`src/rtl/frame_reader.sv`:
```
// Frame buffer read side: scans one frame out of BRAM port B in raster order and
// streams it through a 2-entry skid FIFO with start-of-frame / end-of-line flags.
module frame_reader #(
  parameter int IMG_WIDTH  = 640,
  parameter int IMG_HEIGHT = 480,
  parameter int PIXELS     = IMG_WIDTH * IMG_HEIGHT,
  parameter int DATA_WIDTH = 8,
  parameter int ADDR_WIDTH = $clog2(PIXELS)
) (
  input  logic                  clk,
  input  logic                  rst,
  input  logic                  start,
  output logic                  busy,
  output logic                  done,
  output logic                  enb,
  output logic [ADDR_WIDTH-1:0] addrb,
  input  logic [DATA_WIDTH-1:0] dob,
  output logic [DATA_WIDTH-1:0] m_tdata,
  output logic                  m_tvalid,
  input  logic                  m_tready,
  output logic                  m_tuser,
  output logic                  m_tlast
);

  localparam int XW = (IMG_WIDTH > 1) ? $clog2(IMG_WIDTH) : 1;
  localparam int EW = DATA_WIDTH + 2;

  localparam logic [1:0] S_IDLE  = 2'd0;
  localparam logic [1:0] S_READ  = 2'd1;
  localparam logic [1:0] S_DRAIN = 2'd2;

  localparam logic [ADDR_WIDTH-1:0] LAST_ADDR = ADDR_WIDTH'(PIXELS - 1);
  localparam logic [XW-1:0]         LAST_X    = XW'(IMG_WIDTH - 1);

  logic [1:0]            state_q, state_d;
  logic [ADDR_WIDTH-1:0] rd_cnt_q, rd_cnt_d;
  logic [ADDR_WIDTH-1:0] last_addr_q, last_addr_d;
  logic [XW-1:0]         x_q, x_d;
  logic                  inflight_q, inflight_d;
  logic [1:0]            tag_q, tag_d;
  logic [1:0]            cnt_q, cnt_d;
  logic [EW-1:0]         ent0_q, ent0_d;
  logic [EW-1:0]         ent1_q, ent1_d;

  logic          pop;
  logic          push;
  logic          issue;
  logic          drain_done;
  logic [2:0]    occ;
  logic [EW-1:0] new_entry;

  // FSM, read issue and FIFO next-state
  always_comb begin
    state_d     = state_q;
    rd_cnt_d    = rd_cnt_q;
    last_addr_d = last_addr_q;
    x_d         = x_q;
    tag_d       = tag_q;
    ent0_d      = ent0_q;
    ent1_d      = ent1_q;
    issue       = 1'b0;
    drain_done  = 1'b0;
    pop         = (cnt_q != 2'd0) && m_tready;
    push        = inflight_q;
    new_entry   = {tag_q, dob};
    // Slots already committed after this cycle's pop; issuing only below 2 keeps room for the return.
    occ         = {1'b0, cnt_q} + {2'b00, inflight_q} - {2'b00, pop};

    case (state_q)
      S_IDLE: begin
        if (start) begin
          state_d  = S_READ;
          rd_cnt_d = {ADDR_WIDTH{1'b0}};
          x_d      = {XW{1'b0}};
        end else begin
          state_d = S_IDLE;
        end
      end
      S_READ: begin
        if (occ < 3'd2) begin
          issue       = 1'b1;
          last_addr_d = rd_cnt_q;
          tag_d       = {rd_cnt_q == {ADDR_WIDTH{1'b0}}, x_q == LAST_X};
          if (x_q == LAST_X) begin
            x_d = {XW{1'b0}};
          end else begin
            x_d = x_q + XW'(1);
          end
          if (rd_cnt_q == LAST_ADDR) begin
            state_d = S_DRAIN;
          end else begin
            rd_cnt_d = rd_cnt_q + ADDR_WIDTH'(1);
          end
        end else begin
          issue = 1'b0;
        end
      end
      S_DRAIN: begin
        if ((cnt_q == 2'd0) && !inflight_q) begin
          drain_done = 1'b1;
          state_d    = S_IDLE;
        end else begin
          state_d = S_DRAIN;
        end
      end
      default: state_d = S_IDLE;
    endcase

    inflight_d = issue;
    cnt_d      = cnt_q + {1'b0, push} - {1'b0, pop};

    // Shift-register FIFO: ent0 is always the head
    case ({push, pop})
      2'b10: begin
        if (cnt_q == 2'd0) begin
          ent0_d = new_entry;
        end else begin
          ent1_d = new_entry;
        end
      end
      2'b01: ent0_d = ent1_q;
      2'b11: begin
        if (cnt_q == 2'd1) begin
          ent0_d = new_entry;
        end else begin
          ent0_d = ent1_q;
          ent1_d = new_entry;
        end
      end
      default: ent0_d = ent0_q;
    endcase
  end

  // State registers with synchronous reset
  always_ff @(posedge clk) begin
    if (rst) begin
      state_q     <= S_IDLE;
      rd_cnt_q    <= {ADDR_WIDTH{1'b0}};
      last_addr_q <= {ADDR_WIDTH{1'b0}};
      x_q         <= {XW{1'b0}};
      inflight_q  <= 1'b0;
      tag_q       <= 2'b00;
      cnt_q       <= 2'd0;
      ent0_q      <= {EW{1'b0}};
      ent1_q      <= {EW{1'b0}};
    end else begin
      state_q     <= state_d;
      rd_cnt_q    <= rd_cnt_d;
      last_addr_q <= last_addr_d;
      x_q         <= x_d;
      inflight_q  <= inflight_d;
      tag_q       <= tag_d;
      cnt_q       <= cnt_d;
      ent0_q      <= ent0_d;
      ent1_q      <= ent1_d;
    end
  end

  assign enb      = issue;
  assign addrb    = issue ? rd_cnt_q : last_addr_q;
  assign m_tvalid = (cnt_q != 2'd0);
  assign m_tuser  = ent0_q[EW-1];
  assign m_tlast  = ent0_q[EW-2];
  assign m_tdata  = ent0_q[DATA_WIDTH-1:0];
  assign done     = drain_done;
  assign busy     = (state_q != S_IDLE) && !drain_done;

endmodule

```
`config.mk`:
```
export PLATFORM = sky130hd
export DESIGN_NAME = frame_reader
export DESIGN_NICKNAME = d
export VERILOG_FILES = /design/src/rtl/frame_reader.sv
export SDC_FILE = /design/constraint.sdc
export NUM_CORES = 1
export LEC_CHECK = 0
export CORE_UTILIZATION = 55
export CTS_BUF_LIST = sky130_fd_sc_hd__clkbuf_4 sky130_fd_sc_hd__clkbuf_8
export DETAILED_ROUTE_END_ITERATION = 12
export PLACE_DENSITY = 0.87
export SYNTH_ARGS = -nofsm -noshare
export SYNTH_HDL_FRONTEND = slang
export SYNTH_SLANG_ARGS = --single-unit
```
`constraint.sdc`:
```
create_clock -name clk -period 4 [get_ports clk]
set_clock_uncertainty 0.15 [all_clocks]
set_input_delay 0.8 -clock clk [delete_from_list [all_inputs] [get_ports clk]]
set_output_delay 0.8 -clock clk [all_outputs]
set_load 0.1 [all_outputs]
```
==> impl_summary.txt, run 1 <==
----------------------------------------------------
[Run status]
  Outcome ... complete, no violations

[Power and ir drop]
  Clk pwr share ... 36.3%
  Part of the power in registers ... 45.1%
  Power Total ... 1.727 mW
  Share of power burned in combinational logic ... 18.6%
  P per Cell Area ... 369.1 nW/um^2
  Peak supply drop ... 0.0003576 V
  Reported leakage power ... 1.877 nW
  Pint ... 1.214 mW
  Fraction of power spent switching nets ... 29.68%
  Switching power ... 512.4 uW

[Floorplan]
  Count of pins on the block boundary ... 45
  Area of the core region ... 6350 um^2
  Initial core utilization ... 56.69%
  FP Rows ... 29
  Area of the die ... 6872 um^2
  Die extent in x ... 82.90 um
  Y dimension of the die ... 82.90 um

[Detailed routing]
  Router iterations before antenna repair ... 5
  1st-iter DRT viols ... 347
  Number of vias per cell ... 6.081
  DR WL/cell ... 16.07 um
  Residual DRC ... 0
  Routed Antenna Nets ... 0
  Aggregate routed wire length ... 8968 um
  Vias ... 3393

[Cells and area]
  Layout cells sized above 1 ... 21.00%
  Post-route cell area ... 4678 um^2
  Most common cell after layout, fill and taps aside ... sky130_fd_sc_hd__dfxtp_1
  Utilization of the core after routing ... 73.67%
  Area added between synthesis and finish ... 29.96%
  Top library cells by usage in the layout, fill and taps aside ... sky130_fd_sc_hd__dfxtp_1 (75), sky130_fd_sc_hd__nand2_1 (53), sky130_fd_sc_hd__nor2_1 (45)
  Diodes inserted ... 0
  Final-stage net count ... 493

[Clock tree]
  CTS buffer count ... 9
  Clock Tree Root ... sky130_fd_sc_hd__clkbuf_8
  CTS Buffer Depth ... 2
  Number of H-tree levels ... 3
  Clock edge transition at the registers on the reported setup and hold paths ... 80 ps
  Clock sink total ... 75
  CTS tree ... built
  Worst-skew pair later-pin latency ... 350 ps

[Timing]
  Slew margin rel. ... 33.48%
  Final slew viol count ... 0
  Final hold viol count ... 0
  Worst Tran Pin Value ... 994.7 ps
  Setup-failing EPs final ... 0
  Final worst hold slack ... 337.0 ps
  Final critical-path required period ... 3808 ps
  Max Clk Rate ... 262.6 MHz
  Unrepaired setup endpoints after global routing ... no
  Final cycle utilization of the critical path ... 95.21%

[Global routing]
  Largest net degree at the start of global routing ... 47
  Total congestion overflow after global routing ... 0
  Initial antenna violation count ... 0
  Via count of the first global-routing pass ... 3281
  Total Routing Usage GR ... 27.59%
  Wire length of the first global-routing pass ... 15440 um

[Critical path]
  Required time at the endpoint of the critical path ... 3050 ps
  Capturing point of the worst reg2reg path ... rd_cnt_q[7]
  Maximum fanout encountered on the critical timing path ... 8
  Launching point of the worst reg2reg path ... cnt_q[1]
  Nature of the critical path startpoint ... flip-flop
  Reg2reg setup slack ... 880 ps
  Category of the most critical setup path ... flip-flop to output port
  Worst setup EP type ... output port
  Worst reg-to-reg path cell count ... 12
  Worst endpoint data arrival time ... 2860 ps

[Synth]
  Number of register bits inferred by synthesis ... 75
  Number of different library cells in the post-synthesis netlist ... 60
  Synth warnings ... 0
  Cell Area, Synth ... 3600 um^2
  Proportion of synthesized chip area in sequential cells ... 41.71%
  Synth Instances ... 429
  Share of flip-flops with an asynchronous set or reset ... 0%
  Post-synth EDFFs ... 0
  Synthesized net count ... 446
  Most frequently used flop master after synthesis ... sky130_fd_sc_hd__dfxtp_1
  Average size of a mapped cell ... 8.391 um^2

[Placement]
  RD Place Congestion ... 0.9022
  Quantity of I/O buffers inserted on ports ... 44
  Instance area after placement ... 4350 um^2
  Half-perimeter wire length of the detailed placement result ... 5789 um

[Hold path]
  Sink of the worst hold path ... last_addr_q[6]
  Number of stages on the worst hold path ... 2
  Kind of path behind the tightest hold check ... flip-flop to flip-flop
  Worst hold path startpoint ... last_addr_q[6]

[Run]
  Number of max-capacitance violations reported ... 0

----------------------------------------------------
## how the worst max path moves through the flow
stage          startpoint        end  cells after the start
6_report         cnt_q[1]   addrb[0]                     12
4_1_cts          m_tready   addrb[0]                     13
2_1_floorplan    m_tready   addrb[0]                     10
5_1_grt          cnt_q[1]   addrb[9]                     13
3_3_place_gp     m_tready   addrb[0]                     12
3_5_place_dp     m_tready  addrb[12]                     13
## state kept, by name (all words and copies together) (netlist names), 2 cells and up
| name | cells |
|---|---|
| tag_q | 2 |
| x_q | 10 |
| ent0_q | 10 |
| rd_cnt_q | 19 |
| state_q | 2 |
| ent1_q | 10 |
| last_addr_q | 19 |
| cnt_q | 2 |
## power groups by stage
stage	combinational, mW	clock [mW]	sequential [mW]
finish	0.321	0.627	0.779
CTS	0.317	0.633	0.778
global route	0.337	0.668	0.782
floorplan	0.142	0	0.869
global placement	0.287	0	0.794
detailed placement	0.294	0	0.795
## timing repair
action | in CTS | in global routing
setup endpoints to repair | 20 | 19
cloned | 1 | 0
buffers inserted | 2 | 0
hold buffers | 0 | 0
pin swaps | 4 | 3
resized for setup | 11 | 4
## kinds of logic after synthesis
| kind of cell | Yosys count | synth area share (%) |
|---|---|---|
| AND/OR/NAND/NOR | 199 | 28.09 |
| buffers and inverters | 32 | 4.936 |
| AO/OA/AOI/OAI | 93 | 16.23 |
| flip-flops | 75 | 41.71 |
| adder cells (fa/ha/maj) | 5 | 1.947 |
| XOR/XNOR | 3 | 0.9387 |
| multiplexers | 22 | 6.152 |
## final cells by class
type | instances | area [um^2]
Multi-Input combinational cell | 322 | 2007
Clock buffer | 13 | 172.7
Tap cell | 77 | 96.34
Inverter | 5 | 31.28
Timing Repair Buffer | 63 | 824.5
Fill cell | 441 | 1672
Sequential cell | 75 | 1501
Clock inverter | 3 | 45.04
## critical path, stage by stage (launching register included)
cell,delay [ps]
sky130_fd_sc_hd__dfxtp_1,560
sky130_fd_sc_hd__nand2_1,110
sky130_fd_sc_hd__nor2_2,120
sky130_fd_sc_hd__or2_2,120
sky130_fd_sc_hd__ha_1,130
sky130_fd_sc_hd__inv_1,60
sky130_fd_sc_hd__fa_2,380
sky130_fd_sc_hd__xnor2_4,180
sky130_fd_sc_hd__nand3_4,140
sky130_fd_sc_hd__buf_12,190
sky130_fd_sc_hd__buf_6,130
sky130_fd_sc_hd__o21ai_4,180
sky130_fd_sc_hd__buf_12,190
## layer usage
layer	GRT usage [%]	part of all wire, %	wire length, um	vias up
met5	0	0	0	-
met3	6.859	5.4	487	40
met1	31.94	41	3648	1592
li1	-	-	-	1617
met2	47.02	50	4490	144
met4	14.42	3.8	342	0
## synthesized netlist by cell type, types with 6 or more instances
| cell | count | share of area (%) |
|---|---|---|
| sky130_fd_sc_hd__nor3_1 | 6 | 0.83 |
| sky130_fd_sc_hd__dfxtp_1 | 75 | 42 |
| sky130_fd_sc_hd__o21ai_0 | 17 | 2.4 |
| sky130_fd_sc_hd__nor4_1 | 6 | 1.0 |
| sky130_fd_sc_hd__nor2_1 | 46 | 4.8 |
| sky130_fd_sc_hd__a211oi_1 | 12 | 2.5 |
| sky130_fd_sc_hd__nand2_1 | 71 | 7.4 |
| sky130_fd_sc_hd__or3_1 | 6 | 1.0 |
| sky130_fd_sc_hd__clkbuf_1 | 14 | 1.5 |
| sky130_fd_sc_hd__nand4_1 | 9 | 1.6 |
| sky130_fd_sc_hd__nor2b_1 | 8 | 1.4 |
| sky130_fd_sc_hd__mux2i_1 | 21 | 5.8 |
| sky130_fd_sc_hd__a21oi_1 | 39 | 5.4 |
| sky130_fd_sc_hd__nand3_1 | 10 | 1.4 |
## per-stage QoR
step | TNS [ps] | setup WS, ps | cells
2_1_floorplan | -21.53 | -21.53 | 429
3_3_place_gp | -397.0 | -48.61 | 539
3_5_place_dp | -2172 | -123.3 | 539
4_1_cts | 0 | 61.92 | 558
5_1_grt | 0 | 12.96 | 558
6_report | 0 | 191.7 | 558
Power figures use the tool's default switching activity.
==> inputs of run 2 (changes only) <==
==> constraint.sdc (replaced) <==
create_clock -name clk -period 4.3 [get_ports clk]
set_clock_uncertainty 0.15 [all_clocks]
set_input_delay 0.86 -clock clk [delete_from_list [all_inputs] [get_ports clk]]
set_output_delay 0.86 -clock clk [all_outputs]
set_load 0.1 [all_outputs]
==> impl_summary.txt, run 2 (same netlist as run 1, synthesis figures left out) <==
----------------------------------------------------
[Run status]
  Outcome ... complete, no violations (unchanged)

[Critical path]
  Most prevalent standard cell on the critical path ... sky130_fd_sc_hd__buf_12 (unchanged)
  Cell with the largest stage delay on the worst path ... sky130_fd_sc_hd__fa_2 (was sky130_fd_sc_hd__dfxtp_1)
  Launching element of the worst setup path ... m_tready (was cnt_q[1])
  Category of the most critical setup path ... input port to output port (was flip-flop to output port)
  Nature of the critical path startpoint ... input port (was flip-flop)
  Cell-by-cell listing of the critical path ... dlygate4sd2_1, nor2b_1, or2_2, ha_1, inv_1, fa_2, xnor2_2, nand3_4, buf_12, buf_4, nand2_1, o21ai_1, buf_12 (was nand2_1, nor2_2, or2_2, ha_1, inv_1, fa_2, xnor2_4, nand3_4, buf_12, buf_6, o21ai_4, buf_12)
  Largest stage delay, worst path ... 360 ps (was 560 ps)
  Required time at the endpoint of the critical path ... 3290 ps (was 3050 ps)
  Worst setup EP type ... output port (unchanged)
  Launching point of the worst reg2reg path ... cnt_q[1] (unchanged)
  Worst endpoint data arrival time ... 3110 ps (was 2860 ps)
  Maximum fanout encountered on the critical timing path ... 6 (was 8)

[Clock tree]
  CTS Buffer Depth ... 2 (unchanged)
  Number of H-tree levels ... 3 (unchanged)
  Worst-skew pair later-pin latency ... 350 ps (about the same)
  Hold_buf cts ... 0 (unchanged)
  CTS tree ... built (unchanged)
  Clock edge transition at the registers on the reported setup and hold paths ... 80 ps (about the same)
  Clock sink total ... 75 (unchanged)
  Clock Tree Root ... sky130_fd_sc_hd__clkbuf_8 (unchanged)
  CTS buffer count ... 9 (unchanged)

[Placement]
  Half-perimeter wire length of the detailed placement result ... 5847 um (was 5789 um)
  RD Place Congestion ... 0.8847 (was 0.9022)
  Quantity of I/O buffers inserted on ports ... 44 (unchanged)

[Timing]
  Final slew viol count ... 0 (unchanged)
  Sum Neg Setup Slack ... 0 ps (unchanged)
  Final worst hold slack ... 325.6 ps (was 337.0 ps)
  Slew margin rel. ... 14.07% (was 33.48%)
  Max Clk Rate ... 242.8 MHz
  Final hold viol count ... 0 (unchanged)
  Setup-failing EPs final ... 0 (unchanged)
  Worst Tran Pin Value ... 1280 ps (was 994.7 ps)
  Final critical-path required period ... 4119 ps
  Final cycle utilization of the critical path ... 95.79%
  Unrepaired setup endpoints after global routing ... no (unchanged)

[Cells and area]
  Utilization of the core after routing ... 72.30% (was 73.67%)
  Fillcell total ... 439 (was 441)
  Top library cells by usage in the layout, fill and taps aside ... sky130_fd_sc_hd__dfxtp_1 (75), sky130_fd_sc_hd__nand2_1 (60), sky130_fd_sc_hd__nor2_1 (45) (was sky130_fd_sc_hd__dfxtp_1 (75), sky130_fd_sc_hd__nand2_1 (53), sky130_fd_sc_hd__nor2_1 (45))
  Registers with the most flip-flops ... last_addr_q: 19 flops, rd_cnt_q: 19 flops (unchanged)
  Layout cells sized above 1 ... 17.12% (was 21.00%)
  Diodes inserted ... 0 (unchanged)
  Area added between synthesis and finish ... 27.53% (was 29.96%)
  Final-stage net count ... 485 (was 493)
  Most common cell after layout, fill and taps aside ... sky130_fd_sc_hd__dfxtp_1 (unchanged)

[Hold path]
  Kind of path behind the tightest hold check ... flip-flop to flip-flop (unchanged)
  Worst hold path startpoint ... last_addr_q[14] (was last_addr_q[6])

[Global routing]
  Total congestion overflow after global routing ... 0 (unchanged)
  Via count of the first global-routing pass ... 3282 (was 3281)
  Initial antenna violation count ... 0 (unchanged)
  Wire length of the first global-routing pass ... 15190 um (was 15440 um)
  Largest net degree at the start of global routing ... 44 (was 47)
  Total Routing Usage GR ... 27.26% (was 27.59%)

[Detailed routing]
  Residual DRC ... 0 (unchanged)
  Vias ... 3312 (was 3393)
  1st-iter DRT viols ... 190 (was 347)
  Number of vias per cell ... 6.022 (was 6.081)
  Routed Antenna Nets ... 0 (unchanged)
  Router iterations before antenna repair ... 4 (was 5)
  Aggregate routed wire length ... 9074 um (was 8968 um)
  DR WL/cell ... 16.50 um (was 16.07 um)

[Power and ir drop]
  P per Cell Area ... 364.7 nW/um^2 (was 369.1 nW/um^2)
  Peak supply drop ... 0.0002958 V (was 0.0003576 V)
  Reported leakage power ... 1.852 nW (was 1.877 nW)

[Floorplan]
  Die extent in x ... 82.90 um (unchanged)
  Y dimension of the die ... 82.90 um (unchanged)
  Initial core utilization ... 56.69% (unchanged)
  FP Rows ... 29 (unchanged)
  Count of pins on the block boundary ... 45 (unchanged)
  Area of the die ... 6872 um^2 (unchanged)
  Area of the core region ... 6350 um^2 (unchanged)

[Run]
  Number of max-capacitance violations reported ... 0 (unchanged)

----------------------------------------------------
-- run 2: where the power goes --
| group | switching (mW) | total [mW] | leakage [nW] | internal, mW |
|---|---|---|---|---|
| clock network | 0.269 | 0.663 | 0.124 | 0.394 |
| registers | 0.0125 | 0.723 | 0.607 | 0.711 |
| logic | 0.197 | 0.287 | 1.12 | 0.0901 |
-- run 2: final cells by class --
type	count	area [um^2]	area share, %
clock inverters	6	112.6	2.453
clock buffers	10	131.4	2.862
multi-input cells	322	1953	42.55
inverters	5	31.28	0.6814
well taps	77	96.34	2.099
repair buffers	55	764.5	16.65
flip-flops and latches	75	1501	32.71
-- run 2: repair_timing --
action / in CTS / in global routing
gates resized for setup: 9 / 0
buffers inserted: 3 / 0
setup endpoints to repair: 19 / 0
-- run 2: through the flow --
stage	cell area, um^2	setup slack (ps)	cells	total power [mW]
floorplan	3626	-369.5	429	0.9394
finish	4591	181.1	550	1.674
global placement	4250	-1.704	530	0.9975
detailed placement	4250	-138.7	530	1.004
CTS	4591	202.6	550	1.678
global route	4591	42.12	550	1.733
-- run 2: layer usage --
layer / global-route usage, % / vias up / routed length (um)
li1: - / 1608 / -
met1: 32.64 / 1584 / 3871
met2: 46.27 / 98 / 4493
met3: 8.151 / 22 / 515
met4: 9.718 / 0 / 193
met5: 0 / - / 0
-- run 2: critical path, delay by kind of cell --
kind,cells,cell delay [ps]
buffers and inverters,5,820
and+or+nand+nor,4,530
adders and majority gates,2,490
xor gates and xnor gates,1,260
AOI/OAI and AO/OA,1,120
-- run 2: path summary, 6_finish.rpt --
check                                        to  cells after the start  slack (ps)
worst min register to register  last_addr_q[14]                      2         330
worst max-delay path                   addrb[1]                     13         180
worst min-delay path            last_addr_q[14]                      2         330
worst max register to register     rd_cnt_q[10]                     14         850
==> inputs of run 3 (changes only) <==
--- a/config.mk
+++ b/config.mk
@@ -5,10 +5,12 @@
 export SDC_FILE = /design/constraint.sdc
 export NUM_CORES = 1
 export LEC_CHECK = 0
+export ABC_AREA = 1
 export CORE_UTILIZATION = 55
 export CTS_BUF_LIST = sky130_fd_sc_hd__clkbuf_4 sky130_fd_sc_hd__clkbuf_8
+export CTS_CLUSTER_SIZE = 40
 export DETAILED_ROUTE_END_ITERATION = 12
-export PLACE_DENSITY = 0.87
+export PLACE_DENSITY = 0.86
 export SYNTH_ARGS = -nofsm -noshare
 export SYNTH_HDL_FRONTEND = slang
 export SYNTH_SLANG_ARGS = --single-unit
==> constraint.sdc (replaced) <==
create_clock -name clk -period 4.3 [get_ports clk]
set_clock_uncertainty 0.15 [all_clocks]
set_input_delay 0.86 -clock clk [delete_from_list [all_inputs] [get_ports clk]]
set_output_delay 0.86 -clock clk [all_outputs]
set_load 0.01 [all_outputs]
==> impl_summary.txt, run 3 <==
----------------------------------------------------
[Cells and area]
  Top library cells by usage in the layout, fill and taps aside ... sky130_fd_sc_hd__nand2_1 (128), sky130_fd_sc_hd__inv_1 (91), sky130_fd_sc_hd__nor2_1 (87) (was sky130_fd_sc_hd__dfxtp_1 (75), sky130_fd_sc_hd__nand2_1 (60), sky130_fd_sc_hd__nor2_1 (45))
  Post-route cell area ... 4820 um^2 (was 4591 um^2)
  Most common cell after layout, fill and taps aside ... sky130_fd_sc_hd__nand2_1 (was sky130_fd_sc_hd__dfxtp_1)
  Diodes inserted ... 0 (unchanged)
  Layout cells sized above 1 ... 12.86% (was 17.12%)
  Fillcell total ... 581 (was 439)
  Final-stage net count ... 681 (was 485)
  Registers with the most flip-flops ... last_addr_q: 19 flops, rd_cnt_q: 19 flops (unchanged)
  Post-layout instance count excluding filler cells ... 765 (was 550)
  Utilization of the core after routing ... 70.55% (was 72.30%)
  Area added between synthesis and finish ... 22.91% (was 27.53%)

[Synth]
  Combinational family with the most area after synthesis ... simple AND/OR/NAND/NOR gates (unchanged)
  Multiplexer share of the synthesized area ... 0% (was 6.152%)
  Area contributors post-synth ... sky130_fd_sc_hd__dfxtp_1 (38%), sky130_fd_sc_hd__nand2_1 (12%), sky130_fd_sc_hd__inv_1 (8.7%), sky130_fd_sc_hd__nor2_1 (8.3%), sky130_fd_sc_hd__nand3_1 (5.7%) (was sky130_fd_sc_hd__dfxtp_1 (42%), sky130_fd_sc_hd__nand2_1 (7.4%), sky130_fd_sc_hd__mux2i_1 (5.8%), sky130_fd_sc_hd__a21oi_1 (5.4%), sky130_fd_sc_hd__nor2_1 (4.8%))
  Synth Instances ... 596 (was 429)
  XOR/XNOR Fraction of Synth Area ... 0.8934% (was 0.9385%)
  Most frequently used flop master after synthesis ... sky130_fd_sc_hd__dfxtp_1 (unchanged)
  Synthesized net count ... 613 (was 446)
  Top-count cell post-synth ... sky130_fd_sc_hd__nand2_1 (was sky130_fd_sc_hd__dfxtp_1)
  Synthesized-area fraction occupied by ao, oa, aoi and oai cells ... 15.25% (was 16.23%)
  Synth top area share ... 38.29% (was 41.71%)
  Adder-cell share of the synthesized area ... 1.787% (was 1.946%)
  Cell Area, Synth ... 3921 um^2 (was 3600 um^2)
  Post-synth EDFFs ... 0 (unchanged)
  Average size of a mapped cell ... 6.579 um^2 (was 8.391 um^2)
  Synth warnings ... 0 (unchanged)
  Proportion of synthesized chip area in sequential cells ... 38.29% (was 41.71%)
  Number of register bits inferred by synthesis ... 75 (unchanged)
  Number of different library cells in the post-synthesis netlist ... 37 (was 60)
  Share of flip-flops with an asynchronous set or reset ... 0% (unchanged)
  Most common library cells after synthesis ... sky130_fd_sc_hd__nand2_1 (130), sky130_fd_sc_hd__inv_1 (91), sky130_fd_sc_hd__nor2_1 (87), sky130_fd_sc_hd__dfxtp_1 (75), sky130_fd_sc_hd__nand3_1 (45) (was sky130_fd_sc_hd__dfxtp_1 (75), sky130_fd_sc_hd__nand2_1 (71), sky130_fd_sc_hd__nor2_1 (46), sky130_fd_sc_hd__a21oi_1 (39), sky130_fd_sc_hd__mux2i_1 (21))
  Top cell type by total area after synthesis ... sky130_fd_sc_hd__dfxtp_1 (unchanged)
  Simple-Gate Fraction of Synth Area ... 32.16% (was 28.08%)

[Placement]
  Half-perimeter wire length of the detailed placement result ... 6981 um (was 5847 um)
  Quantity of I/O buffers inserted on ports ... 44 (unchanged)
  Placement Setup Slack ... -254.5 ps (was -138.7 ps)
  Instance area after placement ... 4632 um^2 (was 4250 um^2)
  RD Place Congestion ... 0.9862 (was 0.8847)
  Placed instance count ... 745 (was 530)

[Global routing]
  Wire length of the first global-routing pass ... 16720 um (was 15190 um)
  Initial antenna violation count ... 0 (unchanged)
  Via count of the first global-routing pass ... 3797 (was 3282)
  Total congestion overflow after global routing ... 0 (unchanged)
  Largest net degree at the start of global routing ... 48 (was 44)
  Total Routing Usage GR ... 28.29% (was 27.26%)

[Clock tree]
  CTS tree ... built (unchanged)
  Clock edge transition at the registers on the reported setup and hold paths ... 80 ps (about the same)
  CTS Buffer Depth ... 2 (unchanged)
  Clock Tree Root ... sky130_fd_sc_hd__clkbuf_8 (unchanged)
  Hold_buf cts ... 0 (unchanged)
  Number of H-tree levels ... 3 (unchanged)
  Clock sink total ... 75 (unchanged)
  CTS buffer count ... 9 (unchanged)
  Worst-skew pair later-pin latency ... 350 ps (about the same)

[Timing]
  Worst Tran Pin Value ... 780.8 ps (was 1280 ps)
  Sum Neg Setup Slack ... 0 ps (unchanged)
  Max Clk Rate ... 238.2 MHz (was 242.8 MHz)
  Setup-failing EPs final ... 0 (unchanged)
  Final critical-path required period ... 4198 ps (was 4119 ps)
  Final worst hold slack ... 323.6 ps (was 325.6 ps)
  Unrepaired setup endpoints after global routing ... no (unchanged)
  Final cycle utilization of the critical path ... 97.62% (was 95.79%)
  Final slew viol count ... 0 (unchanged)
  Final Worst Setup Slack ... 102.2 ps (was 181.1 ps)
  Final hold viol count ... 0 (unchanged)
  Slew margin rel. ... 47.62% (was 14.07%)

[Detailed routing]
  1st-iter DRT viols ... 388 (was 190)
  Aggregate routed wire length ... 10410 um (was 9074 um)
  Residual DRC ... 0 (unchanged)
  Routed Antenna Nets ... 0 (unchanged)
  Router iterations before antenna repair ... 5 (was 4)
  DR WL/cell ... 13.61 um (was 16.50 um)
  Number of vias per cell ... 5.408 (was 6.022)
  Vias ... 4137 (was 3312)

[Run]
  Number of max-capacitance violations reported ... 0 (unchanged)

[Floorplan]
  Area of the core region ... 6832 um^2 (was 6350 um^2)
  Initial core utilization ... 57.40% (was 56.69%)
  Count of pins on the block boundary ... 45 (unchanged)
  Area of the die ... 7471 um^2 (was 6872 um^2)
  Die extent in x ... 86.44 um (was 82.90 um)
  FP Rows ... 30 (was 29)
  Y dimension of the die ... 86.44 um (was 82.90 um)

[Hold path]
  Kind of path behind the tightest hold check ... flip-flop to flip-flop (unchanged)

[Critical path]
  Category of the most critical setup path ... input port to output port (unchanged)
  Required time at the endpoint of the critical path ... 3290 ps (about the same)
  Nature of the critical path startpoint ... input port (unchanged)
  Maximum fanout encountered on the critical timing path ... 14 (was 6)
  Worst endpoint data arrival time ... 3190 ps (was 3110 ps)
  Worst setup EP type ... output port (unchanged)

[Run status]
  Outcome ... complete, no violations (unchanged)

[Power and ir drop]
  P per Cell Area ... 562.3 nW/um^2 (was 364.7 nW/um^2)
  Peak supply drop ... 0.0003031 V (was 0.0002958 V)
  Power Total ... 2.710 mW (was 1.674 mW)
  Reported leakage power ... 2.072 nW (was 1.852 nW)

----------------------------------------------------
[run 3: cell types whose count changed in the layout (fill, tap and decap cells not counted), moves of 7 or more]
| cell | previous run | this run |
|---|---|---|
| sky130_fd_sc_hd__inv_1 | 4 | 91 |
| sky130_fd_sc_hd__clkbuf_2 | 0 | 19 |
| sky130_fd_sc_hd__nor2_1 | 45 | 87 |
| sky130_fd_sc_hd__nor2b_1 | 8 | 0 |
| sky130_fd_sc_hd__buf_4 | 9 | 32 |
| sky130_fd_sc_hd__buf_12 | 22 | 2 |
| sky130_fd_sc_hd__o21ai_0 | 13 | 40 |
| sky130_fd_sc_hd__a211oi_1 | 12 | 19 |
| sky130_fd_sc_hd__mux2i_1 | 21 | 0 |
| sky130_fd_sc_hd__nand2_1 | 60 | 128 |
| sky130_fd_sc_hd__nand2_2 | 11 | 3 |
| sky130_fd_sc_hd__nand3_1 | 10 | 45 |
[run 3: where the power goes]
group | switching [mW] | internal, mW | total (mW)
Sequential | 0.0532 | 0.804 | 0.857
Combinational | 0.684 | 0.552 | 1.24
Clock | 0.254 | 0.364 | 0.618
[run 3: cell families (layout without fill, tap and decap cells)]
family | after synthesis | in the layout
AO/OA/AOI/OAI | 107 | 107
AND/OR/NAND/NOR | 289 | 289
XOR/XNOR | 4 | 4
adder cells (fa/ha/maj) | 5 | 5
buffers and inverters | 116 | 189
flip-flops | 75 | 75
[run 3: final cells by class]
class	count	area (um^2)	share of cell area (%)
multi-input combinational	405	1969	40.86
sequential	75	1501	31.15
inverter	94	352.8	7.321
tap	96	120.1	2.492
clock buffer	12	158.9	3.297
clock inverter	4	72.57	1.506
timing repair buffer	79	644.4	13.37
[run 3: layer usage]
layer,part of all wire [%],track usage (%),wire length [um]
met5,0,0,0
met4,2.2,10.00,227
met3,6.5,5.238,672
met2,48,50.00,4999
met1,43,34.39,4513
[run 3: path summary, 6_finish.rpt]
kind                            slack [ps]      start  cells after the start            to
worst max-delay path                   100   m_tready                     14     addrb[14]
worst min-delay path                   320  ent0_q[7]                      2     ent0_q[7]
worst max register to register        1410   cnt_q[1]                     18  rd_cnt_q[18]
worst min register to register         320  ent0_q[7]                      2     ent0_q[7]
[run 3: what timing repair did]
action,4_1_cts,5_1_grt
buffers inserted,0,3
resized for setup,20,40
gates cloned,0,1
pin swaps,0,1
setup endpoints to repair,20,19
[run 3: worst max-delay path: stages]
cell and delay, ps:
sky130_fd_sc_hd__clkdlybuf4s50_1 410, sky130_fd_sc_hd__or2_2 310, sky130_fd_sc_hd__nand2_1 70, sky130_fd_sc_hd__ha_1 130, sky130_fd_sc_hd__inv_1 50, sky130_fd_sc_hd__fa_1 370
sky130_fd_sc_hd__nand2_1 100, sky130_fd_sc_hd__nand2_2 70, sky130_fd_sc_hd__nand2_2 80, sky130_fd_sc_hd__nor2_4 60, sky130_fd_sc_hd__buf_4 160, sky130_fd_sc_hd__clkbuf_16 160
sky130_fd_sc_hd__a21oi_1 180, sky130_fd_sc_hd__clkbuf_2 160
